===== config.mk =====
export PLATFORM = sky130hd
export DESIGN_NAME = packet_gen
export DESIGN_NICKNAME = d
export VERILOG_FILES = /design/src/rtl/packet_gen_pkg.sv /design/src/rtl/packet_gen_beat.sv /design/src/rtl/packet_gen.sv
export SDC_FILE = /design/constraint.sdc
export NUM_CORES = 1
export LEC_CHECK = 0
export CORE_AREA = 4 4 266 268
export DETAILED_ROUTE_END_ITERATION = 7
export DIE_AREA = 0 0 270 272
export SYNTH_ARGS = -nofsm -noshare
export SYNTH_HDL_FRONTEND = slang
export SYNTH_SLANG_ARGS = --single-unit

===== constraint.sdc =====
create_clock -name clk -period 5.1 [get_ports clk]
set_clock_uncertainty 0.15 [all_clocks]
set_input_delay 0.51 -clock clk [delete_from_list [all_inputs] [get_ports clk]]
set_output_delay 0.51 -clock clk [all_outputs]
set_load 0.01 [all_outputs]

===== src/rtl/packet_gen_pkg.sv =====
// packet_gen_pkg: shared FSM encoding and framing constants for the packet generator
package packet_gen_pkg;
  localparam logic [1:0] ST_IDLE = 2'd0;
  localparam logic [1:0] ST_SEND = 2'd1;
  localparam logic [1:0] ST_GAP  = 2'd2;
  localparam int BYTES_PER_BEAT = 64;
  localparam int MAX_PACKET_LEN = 9600;
endpackage


===== src/rtl/packet_gen_beat.sv =====
// packet_gen_beat: combinational beat builder (value -> tdata/tkeep/tlast, next-value increment)
module packet_gen_beat
  import packet_gen_pkg::*;
#(
  parameter int DW = BYTES_PER_BEAT * 8
) (
  input  logic [15:0]     value,
  input  logic [15:0]     beats_left,
  input  logic [15:0]     len_mod,
  output logic [DW-1:0]   data,
  output logic [DW/8-1:0] keep,
  output logic            last,
  output logic [15:0]     inc
);
  localparam int BPB = DW / 8;
  localparam int LANES = DW / 16;
  logic partial;
  assign last = beats_left == 16'd1;
  assign partial = last && len_mod != 16'd0;
  assign keep = partial ? {BPB{1'b1}} >> (BPB - int'(len_mod)) : {BPB{1'b1}};
  assign inc = partial ? (len_mod + 16'd1) >> 1 : 16'(LANES);
  for (genvar i = 0; i < LANES; i++) begin : g_lane
    assign data[16*i +: 16] = value + 16'(i);
  end
endmodule


===== src/rtl/packet_gen.sv =====
// packet_gen: streaming generator of incrementing-value packets on an AXI-Stream master
module packet_gen
  import packet_gen_pkg::*;
#(
  parameter int DW = BYTES_PER_BEAT * 8
) (
  input  logic            clk,
  input  logic            reset,
  input  logic [15:0]     packet_len,
  input  logic [31:0]     packet_count,
  input  logic [15:0]     idle_cycles,
  input  logic [15:0]     initial_value,
  input  logic            start,
  output logic            busy,
  output logic [31:0]     packets_sent,
  output logic [DW-1:0]   axis_tdata,
  output logic [DW/8-1:0] axis_tkeep,
  output logic            axis_tlast,
  output logic            axis_tvalid,
  input  logic            axis_tready
);
  localparam int BPB = DW / 8;
  logic [1:0] state;
  logic [15:0] value, beats_left, beats_reload, len_mod, idle_r, gap_cnt, len_eff, inc;
  logic [31:0] pkts_left;
  logic [DW-1:0] data;
  logic [DW/8-1:0] keep;
  logic last, send;
  assign len_eff = packet_len == 16'd0 ? 16'd1 :
                   packet_len > 16'(MAX_PACKET_LEN) ? 16'(MAX_PACKET_LEN) : packet_len;
  packet_gen_beat #(.DW(DW)) u_beat (
    .value(value), .beats_left(beats_left), .len_mod(len_mod),
    .data(data), .keep(keep), .last(last), .inc(inc)
  );
  assign send = state == ST_SEND;
  assign busy = state != ST_IDLE;
  assign axis_tvalid = send;
  assign axis_tdata = send ? data : '0;
  assign axis_tkeep = send ? keep : '0;
  assign axis_tlast = send && last;
  always_ff @(posedge clk or posedge reset) begin
    if (reset) begin
      state <= ST_IDLE;
      value <= '0;
      beats_left <= '0;
      beats_reload <= '0;
      len_mod <= '0;
      idle_r <= '0;
      gap_cnt <= '0;
      pkts_left <= '0;
      packets_sent <= '0;
    end else begin
      case (state)
        ST_IDLE: if (start && packet_count != 32'd0) begin
          state <= ST_SEND;
          value <= initial_value;
          beats_left <= 16'((32'(len_eff) + 32'(BPB) - 32'd1) / 32'(BPB));
          beats_reload <= 16'((32'(len_eff) + 32'(BPB) - 32'd1) / 32'(BPB));
          len_mod <= 16'(32'(len_eff) % 32'(BPB));
          idle_r <= idle_cycles;
          pkts_left <= packet_count;
          packets_sent <= '0;
        end
        ST_SEND: if (axis_tready) begin
          value <= value + inc;
          beats_left <= last ? beats_reload : beats_left - 16'd1;
          if (last) begin
            packets_sent <= packets_sent + 32'd1;
            pkts_left <= pkts_left - 32'd1;
            gap_cnt <= idle_r;
            state <= pkts_left == 32'd1 ? ST_IDLE : idle_r == 16'd0 ? ST_SEND : ST_GAP;
          end
        end
        ST_GAP: begin
          gap_cnt <= gap_cnt - 16'd1;
          if (gap_cnt == 16'd1) state <= ST_SEND;
        end
        default: state <= ST_IDLE;
      endcase
    end
  end
endmodule

## Yosys cells after proc, flatten, opt, wreduce, memory -nomap -nowiden

Index checks and enable logic that the tools add are counted.

- Add/sub/neg operators: 40
- Magnitude comparators: 1
- Equal/unequal tests: 9
- Shift-type cells: 1
- Multiplexer cells: 31
- Reductions and logical operators: 16

Operator list:

| operator | number |
|---|---|
| $mux 512 | 1 |
| $add 16x5->16 const B | 16 |
| $mux 32 | 6 |
| $mux 16 | 9 |
| $add 16x4->16 const B | 8 |
| $mux 64 | 2 |
| $pmux 32 s2 | 2 |
| $pmux 16 s2 | 3 |
| $add 16x3->16 const B | 4 |
| $shr 64x32->64 const A | 1 |
| $add 16x2->16 const B | 2 |
| $add 32x1->32 const B | 1 |
| $eq 16x1->1 const B | 2 |
| $eq 32x1->1 const B | 1 |
| $logic_not 16->1 | 2 |
| $reduce_bool 32->1 | 1 |
| $sub 16x1->16 const B | 2 |
| $sub 32x1->32 const B | 1 |
| $sub 17x1->18 const B | 1 |
| $add 16x7->17 const B | 1 |
| $add 16x1->16 const B | 1 |
| $add 16x16->16 | 1 |
| $gt 16x14->1 const B | 1 |
| $reduce_bool 16->1 | 1 |
| other kinds (14) | 28 |

- Register bits: 152
- Input bits: 84
- Output and inout bits: 611
- Logic and storage cells: 107

## Longest topological paths before layout

- Depth after elaboration: 7
- Depth in mapped cells: 16
- Gate-level depth less buffers: 14

## By module

Synthesis repeated with hierarchy kept, for this count alone.

- Cells, all modules: 2,959
- Area total of the unflattened synthesis: 20,589.7 um^2

Modules (own cells, without submodules):

| module | times used | cells an instance | area each (um^2) | sequential area each (um^2) |
|---|---|---|---|---|
| packet_gen | 1 | 1,679 | 12,595.8 | 3,678.5 |
| packet_gen_beat | 1 | 1,280 | 7,993.9 | 0.0 |

## Least setup slack after synthesis

Ideal clock, no wire load.

- Kind: reg-to-reg
- From: reg beats_left[7]
- To: reg value[15]
- Library setup time: 0.121 ns
- Arrival time: 3.311 ns
- Data required time: 4.829 ns
- Setup slack: 1.518 ns
- Stages on the path, launching flop included: 14
- Buffers on the path: 2
- Clock period less this slack: 3.582 ns
- Path through: dfrtp_1 nor4_4 nand4b_2 or3_1 buf_2 buf_6 nor2_1 ha_1 o21ai_0 o21a_1 nor3_1 and3_1 o21ai_0 a22o_1

- Longest elaborated chain between the ends: 6

RTL lines:

| item | RTL line | RTL |
|---|---|---|
| from (decl) | packet_gen.sv:24 | `logic [15:0] value, beats_left, beats_reload, len_mod, idle_r, gap_cnt, len_eff, inc;` |
| from (signal assigned) | packet_gen.sv:57 | `beats_left <= 16'((32'(len_eff) + 32'(BPB) - 32'd1) / 32'(BPB));` |
| from (signal assigned) | packet_gen.sv:66 | `beats_left <= last ? beats_reload : beats_left - 16'd1;` |
| $eq 16x1->1 | packet_gen_beat.sv:18 | `assign last = beats_left == 16'd1;` |
| $logic_and 1x1->1 | packet_gen_beat.sv:19 | `assign partial = last && len_mod != 16'd0;` |
| $mux 15 | packet_gen_beat.sv:21 | `assign inc = partial ? (len_mod + 16'd1) >> 1 : 16'(LANES);` |
| $add 16x16->16 | packet_gen.sv:65 | `value <= value + inc;` |
| $mux 16 | packet_gen.sv:64 | `ST_SEND: if (axis_tready) begin` |
| $pmux 16 s2 | packet_gen.sv:53 | `case (state)` |
| to (signal assigned) | packet_gen.sv:56 | `value <= initial_value;` |
| to (signal assigned) | packet_gen.sv:65 |  |
| to (decl) | packet_gen.sv:24 |  |

No other way between the ends. The select of a mux whose other input is x is not followed.
A chain may end at the register's enable or synchronous reset.

## Final worst setup path

- From: reg value[2]
- To: out axis_tdata[375]

- Longest elaborated chain between the ends: 2

RTL lines:

| item | RTL line | RTL |
|---|---|---|
| $add 16x5->16 | packet_gen_beat.sv:23 | `assign data[16*i +: 16] = value + 16'(i);` |
| $mux 512 | packet_gen.sv:38 | `assign axis_tdata = send ? data : '0;` |
| to (decl) | packet_gen.sv:16 | `output logic [DW-1:0] axis_tdata,` |

No other way between the ends.

==> impl_metrics.toml <==
[status]
status = "completed"

[power]
power-per-cell-area_nw_per_um2 = 778
ir_drop_mv = 0.403
p_leak_uw = 0.00913

[synth]
ys.flop_type = "dfrtp_1"
syn_inst = 2639
synth_edf_count = 0
ys_seq_elements = 147
async_flop_share_pct = 100
synth_warnings = 0
synth_cell_type_count = 85
yosys-top-cells-area = "dfrtp_1 (21%), a21oi_1 (8.4%), nor2_1 (8.4%)"
synth_area_um2 = 17700
syn_area_per_cell_um2 = 6.71
netlist.area_leader.share_pct = 20.8
ys_seq_area_share_pct = 20.8
synth_area_leader_cell = "dfrtp_1"
syn-num-nets = 2759

[floorplan]
core_um2 = 68300
pin_count = 695
die_w_um = 270
rows = 96
initial_core_util_pct = 25.9
dieHeight_um = 272
die_area_um2 = 73400

[cells_and_area]
drive_gt1_share_pct = 5.72
layout.nets = 3203
syn2layout_area_growth_pct = 43.0
final_util_pct = 37.0

[placement]
place_hpwl_mm = 71.0
place_congestion = 0.926
port_buffers = 694
post-place-ws_ps = 952

[setup_path]
reg2reg_setup_slack_ps = 910
r2r_start = "beats_left[11]"
cp.required_ps = 4440
crit_end = "axis_tdata[375]"
critPathKind = "flip-flop to output pin"
critical_path_peak_fanout = 8
worst-path-stages = 8
end_kind = "output pin"
crit_chain = "inv_1 -> ha_1 -> a21bo_2 -> a21oi_1 -> nor2_1 -> xnor2_1 -> nor2_1 -> clkdlybuf4s50_1"
crit_path_start = "value[2]"
r2r_end = "value[14]"
cpMostUsedCell = "nor2_1"
cp.arrival_ps = 3990
cpLargestDelayFamily = "compound AO/OA/AOI/OAI gates"
cp_slowest_cell = "a21oi_1"
rr_worst_depth = 11
crit_buf_inv = 2
start_kind = "flip-flop"
slowest_delay_ps = 950

[clocking]
clkSinkCount = 147
hold_buffers = 0
cts_buffers = 17
clk_pin_slew_ps = 70
clk_latency_ps = 450
cts_setup_buffers = 0
clock_path_buffers = 2
cts_max_level = 4
cts_tree = "built"
root_buffer = "clkbuf_16"
cts-resized-gates = 0

[route]
avgRoutedWirePerCell_um = 23.5
avgViaCountPerCell = 5.26
drtIter0Drc = 1624
finalWirelength_mm = 93.4
postRouteAntennaNets = 0
vias = 20940
drc = 0
drt-pass1-iter-count = 7

[sta]
rsz0062_at_grt = "no"
timing_worst_slew_pin_value_ps = 1240
slew_headroom_pct = 16.9
worst_slack_ps = 445
fin_tns_setup_ps = 0
hold_viol = 0
max_freq_mhz = 215
period_minus_slack_ps = 4650
fin_crit_sh_pct = 91.3
slew_viol_final = 0
setup_viol = 0

[grt]
grt_max_degree = 125
grt_first_pass_wirelength_mm = 136
first_global_vias = 19285
antenna_found_initial = 12
track_usage_pct = 24.0
globalRouteOverflowTotal = 0

[run]
cap_viol_max_count = 0

[hold_path]
hold_start = "beats_reload[6]"
hp-class = "flip-flop to flip-flop"
cells in the mapped netlist (8+ instances only):
| library cell | number |
|---|---|
| a211oi_1 | 27 |
| a21o_1 | 12 |
| a21oi_1 | 298 |
| a311oi_1 | 8 |
| a31oi_1 | 27 |
| and2_1 | 52 |
| and3_1 | 15 |
| buf_1 | 29 |
| buf_2 | 13 |
| buf_4 | 101 |
| clkbuf_1 | 192 |
| dfrtp_1 | 147 |
| ha_1 | 35 |
| inv_1 | 47 |
| mux2i_1 | 11 |
| nand2_1 | 253 |
| nand2b_1 | 14 |
| nand3_1 | 65 |
| nand4_1 | 22 |
| nor2_1 | 397 |
| nor2b_1 | 13 |
| nor3_1 | 56 |
| nor4_1 | 23 |
| o211ai_1 | 13 |
| o21ai_0 | 207 |
| o21ai_2 | 9 |
| o221a_2 | 14 |
| o22ai_1 | 15 |
| o31ai_1 | 11 |
| o32ai_1 | 8 |
| or2_2 | 8 |
| or3_1 | 152 |
| or4_1 | 11 |
| xnor2_1 | 102 |
| xor2_1 | 126 |
registers in the layout, summed over array words and instances (netlist names):
signal,count
packets_sent,32
idle_r,16
state,2
gap_cnt,16
value,16
pkts_left,32
beats_reload,11
len_mod,6
beats_left,16
through the flow:
stage / instance area, µm² / cells / hold WS (ps) / total power [µW]
after CTS: 25300 / 3978 / 334 / 19700
after global placement: 24700 / 3946 / 313 / 18300
after global routing: 25300 / 3979 / 366 / 20800
final: 25300 / 3984 / 333 / 19700
after detailed placement: 24700 / 3946 / 318 / 18300
after floorplan: 17700 / 2639 / 296 / 10400
final cells by class:
class | instances | area (µm²)
multi-input cells | 2106 | 12200
fillers | 7210 | 43000
clock inverters | 15 | 186
diodes | 6 | 15.0
repair buffers | 762 | 7520
flip-flops and latches | 147 | 3690
inverters | 49 | 191
clock buffers | 17 | 425
well taps | 882 | 1100
worst min-delay path by stage:
stage | to | slack [ps] | cells past startpoint
final | beats_reload[6] | 330 | 2
after global routing | beats_reload[10] | 370 | 1
after CTS | beats_reload[6] | 330 | 2
after detailed placement | beats_reload[6] | 320 | 2
after global placement | beats_reload[6] | 310 | 2
after floorplan | beats_reload[4] | 300 | 2
cells by family after synthesis:
kind of cell | count (synthesis) | synth area share (%)
AO/OA/AOI/OAI | 711 | 23.7
XOR/XNOR | 229 | 11.4
adder cells (fa/ha/maj) | 36 | 2.59
buffers and inverters | 386 | 10.5
flip-flops | 147 | 20.8
multiplexers | 11 | 0.622
AND/OR/NAND/NOR | 1119 | 30.5
power by group:
part	total (µW)	switching, µW	internal, µW
clock network	1340	601	743
logic	16300	9200	7050
registers	2090	565	1530
metal layers:
metal | part of all wire (%) | GRT usage, % | vias up | wire length, µm
met5 | 0.064 | 0 | - | 60
met1 | 42 | 30.0 | 10057 | 39000
met2 | 48 | 40.7 | 796 | 44500
met3 | 5.7 | 4.36 | 140 | 5350
met4 | 4.8 | 10.3 | 10 | 4520
li1 | - | - | 9937 | -
worst min-delay path, stage by stage (launching register included):
cell	delay, ps
dfrtp_1	350
nand2_1	50
o31ai_1	50
cell usage in the layout (no fill, tap or decap), types with 66 or more instances in the layout:
cell type	Yosys	final
a21oi_1	298	298
nor2_1	397	397
xor2_1	126	126
o21ai_0	207	207
or3_1	152	152
buf_4	101	66
dfrtp_1	147	137
xnor2_1	102	102
nand2_1	253	253
clkdlybuf4s50_1	0	690
No activity file was read; power rests on OpenSTA's default activity.
